==> config.mk <==
export PLATFORM = sky130hd
export DESIGN_NAME = spatz_issue_queue_flat
export DESIGN_NICKNAME = d
export VERILOG_FILES = /design/src/rtl/spatz_issue_queue_pkg.sv /design/src/rtl/spatz_issue_queue_if.sv /design/src/rtl/spatz_issue_queue_id_alloc.sv /design/src/rtl/spatz_issue_queue.sv /design/src/flat_wrapper.sv
export SDC_FILE = /design/constraint.sdc
export NUM_CORES = 1
export LEC_CHECK = 0
export ABC_CLOCK_PERIOD_IN_PS = 3400
export CAP_MARGIN = 15
export CORE_UTILIZATION = 35
export CTS_CLUSTER_DIAMETER = 120
export CTS_CLUSTER_SIZE = 14
export DETAILED_ROUTE_END_ITERATION = 10
export PLACE_DENSITY_LB_ADDON = 0.1
export SLEW_MARGIN = 0
export SYNTH_ARGS = -nofsm -noshare
export SYNTH_HDL_FRONTEND = slang
export SYNTH_SLANG_ARGS = --single-unit
export TNS_END_PERCENT = 30
==> constraint.sdc <==
create_clock -name clk_i -period 3.4 [get_ports clk_i]
set_input_delay 0.34 -clock clk_i [delete_from_list [all_inputs] [get_ports clk_i]]
set_output_delay 0.34 -clock clk_i [all_outputs]
set_load 0.1 [all_outputs]
==> src/rtl/spatz_issue_queue_pkg.sv <==
// Types shared by the Spatz issue queue: decoded request, unit responses,
// instruction ID and ID mask, plus a one-hot helper.
package spatz_issue_queue_pkg;

    localparam int unsigned NrParallelInstructions = 4;
    localparam int unsigned IdWidth  = $clog2(NrParallelInstructions);
    localparam int unsigned NrRetire = 4;  // VFU, VLSU, VSLDU, controller

    typedef logic [IdWidth-1:0]                spatz_id_t;
    typedef logic [NrParallelInstructions-1:0] id_mask_t;
    typedef logic [4:0]                        vreg_t;

    typedef enum logic [1:0] {
        CON = 2'd0,
        VFU = 2'd1,
        LSU = 2'd2,
        SLD = 2'd3
    } ex_unit_e;

    typedef enum logic [2:0] {
        VCFG       = 3'd0,
        VADD       = 3'd1,
        VMUL       = 3'd2,
        VLE        = 3'd3,
        VSE        = 3'd4,
        VSLIDEUP   = 3'd5,
        VSLIDEDOWN = 3'd6
    } op_e;

    typedef struct packed {
        spatz_id_t   id;
        ex_unit_e    ex_unit;
        op_e         op;
        vreg_t       vd;
        vreg_t       vs1;
        vreg_t       vs2;
        logic        use_vd;
        logic        use_vs1;
        logic        use_vs2;
        logic [31:0] rs1;
    } spatz_req_t;

    // A queue entry is the request with its assigned id filled in.
    typedef spatz_req_t issue_entry_t;

    typedef struct packed { spatz_id_t id; } vfu_rsp_t;
    typedef struct packed { spatz_id_t id; } vlsu_rsp_t;
    typedef struct packed { spatz_id_t id; } vsldu_rsp_t;

    function automatic id_mask_t id_onehot(spatz_id_t id);
        return id_mask_t'(1) << id;
    endfunction

endpackage

==> src/rtl/spatz_issue_queue_if.sv <==
// Decoder-side request, dispatch-side issue and unit response bundle of the
// issue queue. The queue uses the slave modport.
interface spatz_issue_queue_if;
    import spatz_issue_queue_pkg::*;

    logic       req_valid_i;
    logic       req_ready_o;
    spatz_req_t req_i;

    logic       issue_valid_o;
    logic       issue_ready_i;
    spatz_req_t issue_o;

    logic       vfu_rsp_valid_i;
    vfu_rsp_t   vfu_rsp_i;
    logic       vlsu_rsp_valid_i;
    vlsu_rsp_t  vlsu_rsp_i;
    logic       vsldu_rsp_valid_i;
    vsldu_rsp_t vsldu_rsp_i;

    modport master (
        output req_valid_i, req_i, issue_ready_i,
        output vfu_rsp_valid_i, vfu_rsp_i, vlsu_rsp_valid_i, vlsu_rsp_i,
        output vsldu_rsp_valid_i, vsldu_rsp_i,
        input  req_ready_o, issue_valid_o, issue_o
    );

    modport slave (
        input  req_valid_i, req_i, issue_ready_i,
        input  vfu_rsp_valid_i, vfu_rsp_i, vlsu_rsp_valid_i, vlsu_rsp_i,
        input  vsldu_rsp_valid_i, vsldu_rsp_i,
        output req_ready_o, issue_valid_o, issue_o
    );

endinterface

==> src/rtl/spatz_issue_queue_id_alloc.sv <==
// Instruction ID allocator: owns the free mask, hands out the lowest free
// ID, frees IDs from several retire ports at once and reports the count of
// allocated IDs.
module spatz_issue_queue_id_alloc
    import spatz_issue_queue_pkg::*;
#(
    parameter int unsigned NrPorts  = NrRetire,
    parameter int unsigned CntWidth = $clog2(NrParallelInstructions + 1)
) (
    input  logic                        clk_i,
    input  logic                        rst_ni,
    input  logic                        alloc_i,
    output spatz_id_t                   alloc_id_o,
    input  logic      [NrPorts-1:0]     retire_valid_i,
    input  spatz_id_t [NrPorts-1:0]     retire_id_i,
    output id_mask_t                    free_mask_o,
    output logic      [CntWidth-1:0]    in_flight_o
);

    id_mask_t              free_q;
    id_mask_t              free_d;
    id_mask_t              retire_mask;
    logic [CntWidth-1:0]   used_cnt;

    // Lowest-index free ID; only meaningful while some bit of free_q is set.
    always_comb begin
        alloc_id_o = '0;
        for (int i = int'(NrParallelInstructions) - 1; i >= 0; i--) begin
            if (free_q[i]) alloc_id_o = spatz_id_t'(i);
        end
    end

    // Merge all retire ports into one mask of IDs to free.
    always_comb begin
        retire_mask = '0;
        for (int p = 0; p < int'(NrPorts); p++) begin
            if (retire_valid_i[p]) retire_mask[retire_id_i[p]] = 1'b1;
        end
    end

    // Allocation always hits a free bit, so clearing and setting never collide.
    always_comb begin
        free_d = free_q | retire_mask;
        if (alloc_i) free_d = free_d & ~id_onehot(alloc_id_o);
    end

    // Free-mask register; every ID is free out of reset.
    always_ff @(posedge clk_i or negedge rst_ni) begin
        if (!rst_ni) free_q <= '1;
        else         free_q <= free_d;
    end

    // Count allocated IDs straight from the registered mask.
    always_comb begin
        used_cnt = '0;
        for (int i = 0; i < int'(NrParallelInstructions); i++) begin
            if (!free_q[i]) used_cnt = used_cnt + 1'b1;
        end
    end

    assign free_mask_o = free_q;
    assign in_flight_o = used_cnt;

    // Retiring a free ID or the same ID on two ports is a protocol error.
    always @(posedge clk_i) begin
        if (rst_ni) begin
            for (int p = 0; p < int'(NrPorts); p++) begin
                if (retire_valid_i[p]) begin
                    assert (!free_q[retire_id_i[p]]);
                    for (int q = 0; q < p; q++) begin
                        if (retire_valid_i[q]) assert (retire_id_i[q] != retire_id_i[p]);
                    end
                end
            end
        end
    end

endmodule

==> src/rtl/spatz_issue_queue.sv <==
// Spatz issue queue: buffers decoded requests in a registered FIFO, stamps
// each with a free instruction ID and presents them in order to dispatch.
// IDs come back when the owning unit responds; controller requests free
// their ID at the issue handshake.
// Optional: SPATZ_ISSUE_HAZARD_STALL_EN holds the head back while it reads
// or writes a register still being written by an issued, unretired ID.
module spatz_issue_queue
    import spatz_issue_queue_pkg::*;
#(
    parameter int unsigned Depth = 4,
    parameter int unsigned NrIds = NrParallelInstructions
) (
    input  logic                         clk_i,
    input  logic                         rst_ni,
    spatz_issue_queue_if.slave           bus,
    output logic [$clog2(NrIds+1)-1:0]   ids_in_flight_o,
    output logic                         busy_o
);

    localparam int unsigned PtrW = $clog2(Depth);
    localparam int unsigned CntW = $clog2(Depth + 1);

    issue_entry_t              mem_q [Depth];
    logic         [PtrW-1:0]   wptr_q;
    logic         [PtrW-1:0]   rptr_q;
    logic         [CntW-1:0]   count_q;

    logic                      full;
    logic                      empty;
    logic                      push;
    logic                      pop;
    logic                      hazard;
    issue_entry_t              head;
    issue_entry_t              wr_entry;

    spatz_id_t                 alloc_id;
    id_mask_t                  free_mask;
    logic      [NrRetire-1:0]  retire_valid;
    spatz_id_t [NrRetire-1:0]  retire_id;

    assign full  = (count_q == CntW'(Depth));
    assign empty = (count_q == '0);
    assign head  = mem_q[rptr_q];

    // Ready looks only at registered state, never at issue_ready_i.
    assign bus.req_ready_o   = rst_ni && !full && (free_mask != '0);
    assign push              = bus.req_valid_i && bus.req_ready_o;
    assign bus.issue_valid_o = !empty && !hazard;
    assign pop               = bus.issue_valid_o && bus.issue_ready_i;
    assign bus.issue_o       = empty ? issue_entry_t'('0) : head;

    // Replace whatever id the decoder sent with the allocated one.
    always_comb begin
        wr_entry    = bus.req_i;
        wr_entry.id = alloc_id;
    end

    // Pointer and occupancy bookkeeping; pointers wrap, count tells full from empty.
    always_ff @(posedge clk_i or negedge rst_ni) begin
        if (!rst_ni) begin
            wptr_q  <= '0;
            rptr_q  <= '0;
            count_q <= '0;
        end else begin
            if (push) wptr_q <= wptr_q + 1'b1;
            if (pop)  rptr_q <= rptr_q + 1'b1;
            case ({push, pop})
                2'b10:   count_q <= count_q + 1'b1;
                2'b01:   count_q <= count_q - 1'b1;
                default: count_q <= count_q;
            endcase
        end
    end

    // Entry storage; no bypass, so a new entry is seen the cycle after it is written.
    always_ff @(posedge clk_i) begin
        if (push) mem_q[wptr_q] <= wr_entry;
    end

    // Controller requests get no response and retire as they issue.
    assign retire_valid = {pop && (head.ex_unit == CON), bus.vsldu_rsp_valid_i,
                           bus.vlsu_rsp_valid_i, bus.vfu_rsp_valid_i};
    assign retire_id    = {head.id, bus.vsldu_rsp_i.id, bus.vlsu_rsp_i.id, bus.vfu_rsp_i.id};

    spatz_issue_queue_id_alloc #(
        .NrPorts  (NrRetire),
        .CntWidth ($clog2(NrIds + 1))
    ) i_id_alloc (
        .clk_i          (clk_i),
        .rst_ni         (rst_ni),
        .alloc_i        (push),
        .alloc_id_o     (alloc_id),
        .retire_valid_i (retire_valid),
        .retire_id_i    (retire_id),
        .free_mask_o    (free_mask),
        .in_flight_o    (ids_in_flight_o)
    );

    assign busy_o = !empty || (free_mask != '1);

`ifdef SPATZ_ISSUE_HAZARD_STALL_EN
    vreg_t    vd_q [NrParallelInstructions];
    id_mask_t use_vd_q;
    id_mask_t issued_q;

    // Per-ID write flag and issued flag; a fresh allocation starts un-issued.
    always_ff @(posedge clk_i or negedge rst_ni) begin
        if (!rst_ni) begin
            use_vd_q <= '0;
            issued_q <= '0;
        end else begin
            if (pop) issued_q[head.id] <= 1'b1;
            if (push) begin
                use_vd_q[alloc_id] <= bus.req_i.use_vd;
                issued_q[alloc_id] <= 1'b0;
            end
        end
    end

    // Destination register of each allocated ID.
    always_ff @(posedge clk_i) begin
        if (push) vd_q[alloc_id] <= bus.req_i.vd;
    end

    // Stall while the head touches a vd still owned by another issued ID.
    always_comb begin
        hazard = 1'b0;
        for (int i = 0; i < int'(NrParallelInstructions); i++) begin
            if ((spatz_id_t'(i) != head.id) && !free_mask[i] && issued_q[i] && use_vd_q[i] &&
                ((head.use_vs1 && (head.vs1 == vd_q[i])) ||
                 (head.use_vs2 && (head.vs2 == vd_q[i])) ||
                 (head.use_vd  && (head.vd  == vd_q[i])))) begin
                hazard = 1'b1;
            end
        end
    end
`else
    assign hazard = 1'b0;
`endif

endmodule

==> src/flat_wrapper.sv <==
// flat-port wrapper written by rule: the top's interface ports become plain ports
module spatz_issue_queue_flat import spatz_issue_queue_pkg::*;
#(
    parameter int unsigned Depth = 4,
    parameter int unsigned NrIds = NrParallelInstructions
)
  (clk_i, rst_ni, ids_in_flight_o, busy_o, bus_req_valid_i, bus_req_i, bus_issue_ready_i, bus_vfu_rsp_valid_i, bus_vfu_rsp_i, bus_vlsu_rsp_valid_i, bus_vlsu_rsp_i, bus_vsldu_rsp_valid_i, bus_vsldu_rsp_i, bus_req_ready_o, bus_issue_valid_o, bus_issue_o);
  spatz_issue_queue_if bus_i ();
  input  logic clk_i;
  input  logic rst_ni;
  output logic [$clog2(NrIds+1)-1:0] ids_in_flight_o;
  output logic busy_o;
  input wire logic [$bits(bus_i.req_valid_i)-1:0] bus_req_valid_i;
  input wire logic [$bits(bus_i.req_i)-1:0] bus_req_i;
  input wire logic [$bits(bus_i.issue_ready_i)-1:0] bus_issue_ready_i;
  input wire logic [$bits(bus_i.vfu_rsp_valid_i)-1:0] bus_vfu_rsp_valid_i;
  input wire logic [$bits(bus_i.vfu_rsp_i)-1:0] bus_vfu_rsp_i;
  input wire logic [$bits(bus_i.vlsu_rsp_valid_i)-1:0] bus_vlsu_rsp_valid_i;
  input wire logic [$bits(bus_i.vlsu_rsp_i)-1:0] bus_vlsu_rsp_i;
  input wire logic [$bits(bus_i.vsldu_rsp_valid_i)-1:0] bus_vsldu_rsp_valid_i;
  input wire logic [$bits(bus_i.vsldu_rsp_i)-1:0] bus_vsldu_rsp_i;
  output wire logic [$bits(bus_i.req_ready_o)-1:0] bus_req_ready_o;
  output wire logic [$bits(bus_i.issue_valid_o)-1:0] bus_issue_valid_o;
  output wire logic [$bits(bus_i.issue_o)-1:0] bus_issue_o;
  assign bus_i.req_valid_i = bus_req_valid_i;
  assign bus_i.req_i = bus_req_i;
  assign bus_i.issue_ready_i = bus_issue_ready_i;
  assign bus_i.vfu_rsp_valid_i = bus_vfu_rsp_valid_i;
  assign bus_i.vfu_rsp_i = bus_vfu_rsp_i;
  assign bus_i.vlsu_rsp_valid_i = bus_vlsu_rsp_valid_i;
  assign bus_i.vlsu_rsp_i = bus_vlsu_rsp_i;
  assign bus_i.vsldu_rsp_valid_i = bus_vsldu_rsp_valid_i;
  assign bus_i.vsldu_rsp_i = bus_vsldu_rsp_i;
  assign bus_req_ready_o = bus_i.req_ready_o;
  assign bus_issue_valid_o = bus_i.issue_valid_o;
  assign bus_issue_o = bus_i.issue_o;
  spatz_issue_queue #(.Depth(Depth), .NrIds(NrIds)) u_core (.clk_i(clk_i), .rst_ni(rst_ni), .bus(bus_i), .ids_in_flight_o(ids_in_flight_o), .busy_o(busy_o));
endmodule
==> metrics.sh <==
FINAL_HOLD_VIO_COUNT=0
BOUNDARYPINS=133
SYNTH_TOP_FAMILY_BY_AREA='multiplexers'
FINAL-SEQ-AREA_MM2=0.00713
YOSYSWARNINGCOUNT=0
CTS.REPORTEDPATHS.CLKPINSLEW_NS=0.06
YS_SEQ_ELEMENTS=239
CTS_TREE='done'
LAYOUT_WORST_PATH_CYCLE_SHARE=0.843
SLEW_VIOL_FINAL=0
DIEAREA_MM2=0.0277
WL_PER_CELL_UM=20.0
SYNTH_LARGEST_TYPE_AREA_FRACTION=0.722
ROUTE.DETAILED.DRC=16
TRITONCTS_NUM_SINKS=239
CTS-RESIZED-GATES=0
PORT_BUFFERS=130
MULTI_INPUT_COMB_AREA_MM2=0.00221
CTS_ROOT_BUF='sky130_fd_sc_hd__clkbuf_16'
SETUP_VIOL=0
CRITPATHKIND='flip-flop to output port'
WL_UM=19100
SYNTHESIS.INSTANCES=464
GRT_ANTENNA_BEFORE_REPAIR=0
SYNTH_FP_NETS=544
CTS-ROOT-TO-SINK-BUFFERS=3
DRTPASS1ITERATIONS=7
GRT_USAGE=0.140
FINALINSTANCEAREA_MM2=0.0117
MAX_FREQ_GHz=0.349
SYNTHESIS.AREA_MM2=0.00948
DR_TOTAL_VIAS=4696
DRTITER0DRC=248
SYNTH_SEQUENTIAL_AREA_RATIO=0.752
FIRST_GLOBAL_VIAS=5165
RUN_STATUS='finished with violations'
SYNTH_EDF_COUNT=228
MAXCAPVIOLATIONS=0
SYNTH_FLOP_CELL='sky130_fd_sc_hd__edfxtp_1'
SYNTH-SIMPLE-AREA-SHARE=0.0615
WORSTHOLDPATHTYPE='input port to asynchronous set/reset pin'
DRT.ANTENNA.VIOLATING_NETS=0
DESIGN.CORE.AREA_MM2=0.0263
FINAL_NETS=686
FINAL.MIN_CLOCK_PERIOD_NS=2.87
YOSYSTOPAREACELL='sky130_fd_sc_hd__edfxtp_1'
DRIVE_GT1_FRAC=0.269
GRT_START_MAX_NET_PINS=58
FLOORPLAN.ROWS=59
VIOLATIONS_IN_THE_FINAL_REPORTS='DRC'
END_KIND='output port'
FIN_SETUP_TNS_NS=0
RELSLEWSLACK=0.297
DPL_CELL_AREA_MM2=0.0111
RSZ0062_AT_GRT='no'
CRIT_ARRIVAL_NS=2.53
SYNTH-XOR-AREA-SHARE=0.00832
SYNTH_FA_HA_AREA_FRAC=0.0140
FINALWEIGHTEDCONGESTION=0.777
CP-START-KIND='flip-flop'
N_FILL_CELL=2278
GLOBALROUTE.TOTALOVERFLOW=0
AVGVIACOUNTPERCELL=4.91
LIBRARY_CELL_WITH_THE_HIGHEST_INSTANCE_COUNT_AFTER_SYNTHESIS='sky130_fd_sc_hd__edfxtp_1'
WIRE_LENGTH_OF_THE_FIRST_GLOBAL_ROUTING_PASS_UM=29700
CRITICAL_PATH_PEAK_FANOUT=7
DIE_HEIGHT_UM=167
INITIAL_UTILIZATION=0.361
CLK-INSERTION-DELAY-LATE_NS=0.49
SYNTH.AREA.MUX_SHARE=0.140
WORSTPATHREQUIRED_NS=3.06
WORST_CLOCK_SKEW_NS=0.0166
SYNTH_AREA_PER_CELL_UM2=20.4
CTS.REPAIR_TIMING.SETUP_BUFFER_COUNT=0
SYNTH_CELL_TYPE_COUNT=38
COMPLEX_GATE_FRACTION_OF_THE_SYNTHESIZED_AREA=0.00858
H_TREE_LVLS=1
FINAL_UTIL=0.445
SYNTH_TOP_CELLS_BY_AREA='sky130_fd_sc_hd__edfxtp_1 (72%), sky130_fd_sc_hd__mux4_2 (13%), sky130_fd_sc_hd__and2_1 (3.7%)'
SYN_TO_FINAL_GROWTH_PCT=23.5
HOLD_FIX_BUFFERS_CTS=0
DP_HPWL_UM=10700
POST_SYNTH_MOST_FREQUENT_CELLS='sky130_fd_sc_hd__edfxtp_1 (228), sky130_fd_sc_hd__and2_1 (56), sky130_fd_sc_hd__mux4_2 (56), sky130_fd_sc_hd__nand2_1 (11), sky130_fd_sc_hd__inv_1 (10)'
CTS-BUFFERS-INSERTED=21
DIE_WIDTH_UM=167
WORST_MARGIN_PIN_SLEW_NS=1.05
SYNTH_ASYNC_SR_FLOP_SHARE=0.0460
-- flip-flops by register name, indices dropped and copies added, names as in the netlist --
signal,count
u_core.mem_q,228
u_core.i_id_alloc.free_mask_o,4
u_core.count_q,3
u_core.rptr_q,2
u_core.wptr_q,2
-- placed cells by master, fill, tap and decap left out, drive strengths merged, types with 4 or more instances in the layout --
cell type,instances
dfrtp,7
xnor2,7
nor2,6
mux4,56
inv,11
a21oi,6
and3,5
dfstp,4
clkdlybuf4s50,68
and2,57
edfxtp,228
nand2,11
ha,9
nand3,4
clkbuf,36
buf,72
-- metal layers --
layer	global-route usage	part of all wire	up-vias
met5	0	0	-
met4	0.0274	0.015	0
met3	0.0342	0.063	25
met2	0.246	0.50	118
met1	0.177	0.42	2424
li1	-	-	2129
-- path summary, 6_finish.rpt --
path,startpoint,end,slack (ns),cells after the start
max in group asynchronous,rst_ni,u_core.i_id_alloc.free_mask_o[0]$_DFF_PN1_,2.98,2
worst max-delay path,u_core.i_id_alloc.free_mask_o[0]$_DFF_PN1_,ids_in_flight_o[2],0.53,7
worst max register to register,u_core.i_id_alloc.free_mask_o[1]$_DFF_PN1_,u_core.count_q[2]$_DFFE_PN0P_,0.61,12
worst min register to register,u_core.count_q[2]$_DFFE_PN0P_,u_core.count_q[2]$_DFFE_PN0P_,0.55,1
worst min-delay path,rst_ni,u_core.count_q[0]$_DFFE_PN0P_,0.20,2
min in group clk_i,bus_req_i[26],u_core.mem_q[1][26]$_DFFE_PP_,0.48,1
-- cell type report --
class                      count  share of cell area
clock inverter                 2             0.00214
timing repair buffer         140               0.111
sequential                   239               0.609
multi-input combinational    193               0.188
tap                          335              0.0358
inverter                      11             0.00363
clock buffer                  36              0.0497
antenna                        1            0.000214
-- critical path: stages (launching register included) --
cell and delay [ns]:
sky130_fd_sc_hd__dfstp_2 0.60, sky130_fd_sc_hd__inv_1 0.09, sky130_fd_sc_hd__ha_1 0.32, sky130_fd_sc_hd__xnor2_1 0.24, sky130_fd_sc_hd__ha_1 0.19, sky130_fd_sc_hd__nor2b_1 0.15
sky130_fd_sc_hd__xnor2_1 0.13, sky130_fd_sc_hd__buf_4 0.31
-- metrics by stage --
| stage | hold slack (ns) | cells | setup WS, ns |
|---|---|---|---|
| 2_1_floorplan | 0.0444 | 464 | -0.0817 |
| 3_3_place_gp | 0.498 | 918 | 0.784 |
| 3_5_place_dp | 0.529 | 918 | 0.646 |
| 4_1_cts | 0.192 | 956 | 0.492 |
| 5_1_grt | 0.213 | 956 | 0.358 |
| 6_report | 0.203 | 957 | 0.534 |
-- cells by family (layout without fill, tap and decap cells) --
family | after synthesis | in the layout
AND/OR/NAND/NOR | 98 | 98
multiplexers | 62 | 62
AO/OA/AOI/OAI | 14 | 14
flip-flops | 239 | 239
other | 0 | 1
buffers and inverters | 32 | 189
XOR/XNOR | 9 | 9
adder cells (fa/ha/maj) | 10 | 10
Power is left out: the tool's default activity adds up to more than one toggle a clock period on the data nets, which glitch-free logic cannot reach.
==> patch 1, RTL diff (same settings) <==
`Depth` is set to 4 in 2 places; all go to 8.
--- a/src/rtl/spatz_issue_queue.sv
+++ b/src/rtl/spatz_issue_queue.sv
@@ -7,7 +7,7 @@
 module spatz_issue_queue
     import spatz_issue_queue_pkg::*;
 #(
-    parameter int unsigned Depth = 4,
+    parameter int unsigned Depth = 8,
     parameter int unsigned NrIds = NrParallelInstructions
 ) (
     input  logic                         clk_i,
--- a/src/flat_wrapper.sv
+++ b/src/flat_wrapper.sv
@@ -1,7 +1,7 @@
 // flat-port wrapper written by rule: the top's interface ports become plain ports
 module spatz_issue_queue_flat import spatz_issue_queue_pkg::*;
 #(
-    parameter int unsigned Depth = 4,
+    parameter int unsigned Depth = 8,
     parameter int unsigned NrIds = NrParallelInstructions
 )
   (clk_i, rst_ni, ids_in_flight_o, busy_o, bus_req_valid_i, bus_req_i, bus_issue_ready_i, bus_vfu_rsp_valid_i, bus_vfu_rsp_i, bus_vlsu_rsp_valid_i, bus_vlsu_rsp_i, bus_vsldu_rsp_valid_i, bus_vsldu_rsp_i, bus_req_ready_o, bus_issue_valid_o, bus_issue_o);
Check against the original RTL: not equivalent (a bounded check fails within 10 cycles, from zero or initial values and one cycle with rst_ni low).
==> patch 1 against the original RTL <==
Via count grew 84%; area after synthesis grew 94%; cell area grew 86%; cell count grew 78%; wire length grew 110%; setup slack lost 200 ps; count of clock-buffer cells in the layout grew 17; sequential cell count grew 231; highest routed layer is now met5; synthesized cell count grew 83%.
Power is not shown: default switching activity piles up to over one toggle a cycle in this logic, so the estimate is an artifact.
==> patch 1: results (changes against the original RTL) <==
status finished, final reports clean (was finished with violations); DR pass1 iterations 5 (was 7); DR vias/cell 5.07 (was 4.91); Non-clock inverters 8 (was 11); DRT met1 WL 18500 um (was 7990 um); xor/xnor cell area share of the yosys netlist 0.523% (was 0.832%); Rows 83 (was 59); met1 global-route usage 21.7% (was 17.7%); drt first-iter violations 440 (was 248); Multi-In Gates 330 (was 193); fraction of area in multi-input gates 19.4% (was 18.8%); CTS Buf Count 39 (was 21); crit path DAT 2720 ps (was 2530 ps); FILL cells 4486 (was 2278); Final #Nets 1090 (was 686); uppermost layer routed met5 (was met4); post-synthesis cell type count 43 (was 38); met2 wire length 19000 um (was 9630 um); DP Area 0.0207 mm^2 (was 0.0111 mm^2); Final non-clock buffer share 7.16% (was 11.1%); DR WL met3 1810 um (was 1200 um); layout clock buffer count 53 (was 36); FF+latch count 470 (was 239); Net Count, Synth 930 (was 544); cell count of the worst reg-to-reg path 11 (was 12); number of synthesized flops with an enable pin 456 (was 228); source of the critical timing path u_core.rptr_q[1]$_DFFE_PN0P_ (was u_core.i_id_alloc.free_mask_o[0]$_DFF_PN1_); H-tree depth 2 (was 1); total wire length 40100 um (was 19100 um); Compound-Gate Fraction of Synth Area 0.748% (was 0.858%); largest net degree at the start of global routing 59 (was 58); initial antenna violation count 4 (was 0); max reg flops 456 (was 228); worst-path maximum fanout 42 (was 7); first-pass GRT wire length 60300 um (was 29700 um); Slew HR 50.8% (was 29.7%); GP Congestion 0.726 (was 0.777); register area share after synthesis 76.3% (was 75.2%); M2 GR Usage 24.4% (was 24.6%); Synth area leaders edfxtp_1 (74%), mux4_2 (14%), mux2i_1 (3.0%) (was edfxtp_1 (72%), mux4_2 (13%), and2_1 (3.7%)); Worst R2R Setup Slack 470 ps (was 610 ps); multiplexer share of the synthesized area 17.4% (was 14.0%); register area 0.0141 mm^2 (was 0.00713 mm^2); Post-synth top cells edfxtp_1 (456), mux4_2 (114), nor2_1 (67) (was edfxtp_1 (228), and2_1 (56), mux4_2 (56)); layout cells sized above 1 27.2% (was 26.9%); Reg-to-Reg Start u_core.i_id_alloc.free_mask_o[1]$_DFF_PN1_ (unchanged); gr usage total 15.4% (was 14.0%); clock latency on the worst-skew pair 550 ps (was 490 ps); Post-Synth Adder-Cell Area 0.612% (was 1.40%); Worst Setup EP bus_issue_o[24] (was ids_in_flight_o[2]); Layout Skew 9.09 ps (was 16.6 ps); ClkCell Share 4.80% (was 5.18%)
## patch 1: cell count changes after synthesis, moves of 5 or more
cell      before  now
and2_1        56    0
nor2_1         6   67
buf_6          1    6
mux2i_1        3   56
inv_1         10    5
nand2b_1       0    5
mux4_2        56  114
buf_2          9   24
edfxtp_1     228  456
## patch 1: worst max-delay path, cell delays in order (launching register included)
cell and delay (ps):
dfrtp_4 910, buf_12 300, mux4_2 220, mux2i_1 60
nor2_1 310, buf_4 360
## patch 1: stage by stage
step	setup TNS (ps)	setup slack [ps]	utilization (%)	instances	hold slack [ps]
2_1_floorplan	-166090	-780	-	851	44.4
6_report	0	335	42.2	1706	177
3_3_place_gp	0	463	40.2	1649	625
3_5_place_dp	0	455	40.2	1649	629
4_1_cts	0	229	42.2	1704	147
5_1_grt	0	208	42.2	1705	185
==> patch 2, RTL diff (config.mk and constraints unchanged) <==
Without the edit above. The option `SPATZ_ISSUE_HAZARD_STALL_EN` is turned on by a define.
--- a/src/rtl/spatz_issue_queue.sv
+++ b/src/rtl/spatz_issue_queue.sv
@@ -4,6 +4,8 @@
 // their ID at the issue handshake.
 // Optional: SPATZ_ISSUE_HAZARD_STALL_EN holds the head back while it reads
 // or writes a register still being written by an issued, unretired ID.
+`define SPATZ_ISSUE_HAZARD_STALL_EN
+
 module spatz_issue_queue
     import spatz_issue_queue_pkg::*;
 #(
Function: changed (Yosys sat finds a counterexample within 4 cycles, from zero or initial values and one cycle with rst_ni low).
==> patch 2 against the original RTL <==
Sequential cell count increased by 28; wire length increased by 37%; the flow finishes with violations (negative setup slack); global-route usage increased by 2.2 points; utilization increased by 0.19 points; setup slack got worse by 640 ps; area after synthesis increased by 19%; register-to-register slack got worse by 640 ps; largest cell class unchanged; cell area increased by 21%.
Power is not shown: default switching activity piles up to over one toggle a cycle in this logic, so the estimate is an artifact.
==> patch 2: results (changes against the original RTL) <==
worst-path maximum fanout 5 (was 7); final setup violation count 2 (was 0); n_diodes 0 (was 1); gr usage total 16.3% (was 14.0%); layout cells sized above 1 30.5% (was 26.9%); Final #Nets 888 (was 686); Worst R2R Setup Slack -30 ps (was 610 ps); Final non-clock buffer share 12.2% (was 11.1%); uppermost layer routed met5 (was met4); violations in the final reports negative setup slack (was design-rule violations); cell family with most CP delay buffers and inverters (was flip-flops); largest net degree at the start of global routing 59 (was 58); DR pass1 iterations 4 (was 7); DR vias/cell 4.98 (was 4.91); Yosys reg bits 267 (was 239); FFs w/ async S/R, synth 7.12% (was 4.60%); Final Instance Area 0.0142 mm^2 (was 0.0117 mm^2); met2 wire length 12500 um (was 9630 um); GR Layer Usage met3 3.81% (was 3.42%); DP HPWL 16800 um (was 10700 um); Slew HR 44.0% (was 29.7%); DP Area 0.0132 mm^2 (was 0.0111 mm^2); drt first-iter violations 378 (was 248); Non-clock inverters 15 (was 11); worst setup margin -102 ps (was 534 ps); CTS Buf Count 23 (was 21); vias in the first global route 6741 (was 5165); Multi-In Gates 310 (was 193); first-pass GRT wire length 40500 um (was 29700 um); fraction of area in multi-input gates 23.3% (was 18.8%); status finished with violations (unchanged); Post-route DRC 0 (was 16); met1 global-route usage 21.5% (was 17.7%); total wire length 26100 um (was 19100 um); number of synthesized flops with an enable pin 248 (was 228); Post-synth top cells edfxtp_1 (248), xnor2_1 (60), nor2b_1 (59) (was edfxtp_1 (228), and2_1 (56), mux4_2 (56)); layout clock buffer count 32 (was 36); setup_tns -136 ps (was 0 ps); Non-CTS buffers 191 (was 140); CP max stage cell dfrtp_4 (was dfstp_2); Setup Slack @ Placement -113 ps (was 646 ps); initial antenna violation count 2 (was 0); syn_area_per_cell 18.4 um^2 (was 20.4 um^2); M2 GR Usage 27.3% (was 24.6%); DR WL met3 1550 um (was 1200 um); Synth area leaders edfxtp_1 (66%), mux4_2 (11%), xnor2_1 (4.7%) (was edfxtp_1 (72%), mux4_2 (13%), and2_1 (3.7%)); Layout Skew 23.8 ps (was 16.6 ps); post-synthesis cell type count 51 (was 38); register area 0.00793 mm^2 (was 0.00713 mm^2); Net Count, Synth 693 (was 544); register area share after synthesis 70.3% (was 75.2%)
patch 2: cell count changes in the layout (fill, tap and decap cells not counted), moves of 6 or more:
cell and change:
edfxtp_1 +20, xnor2_1 +51, dfrtp_1 +8, clkbuf_1 -6, nand2_1 +10, nand4_1 +12
buf_4 +45, xor2_1 +7, and2_1 -55, nand3_1 +7, nor2b_1 +57
patch 2: logic make-up after synthesis:
logic type	synth area share (%)
and+or+nand+nor	7.83
muxes	11.9
adders and majority gates	1.18
DFF	70.3
buffers and inverters	1.64
AOI/OAI and AO/OA	1.73
xor gates and xnor gates	5.36
patch 2: repair_timing:
action,in CTS,in global routing
setup buffers,14,2
pin swaps,12,2
gates cloned,0,0
resized for setup,20,7
setup endpoints to repair,3,4
hold buffers,0,0
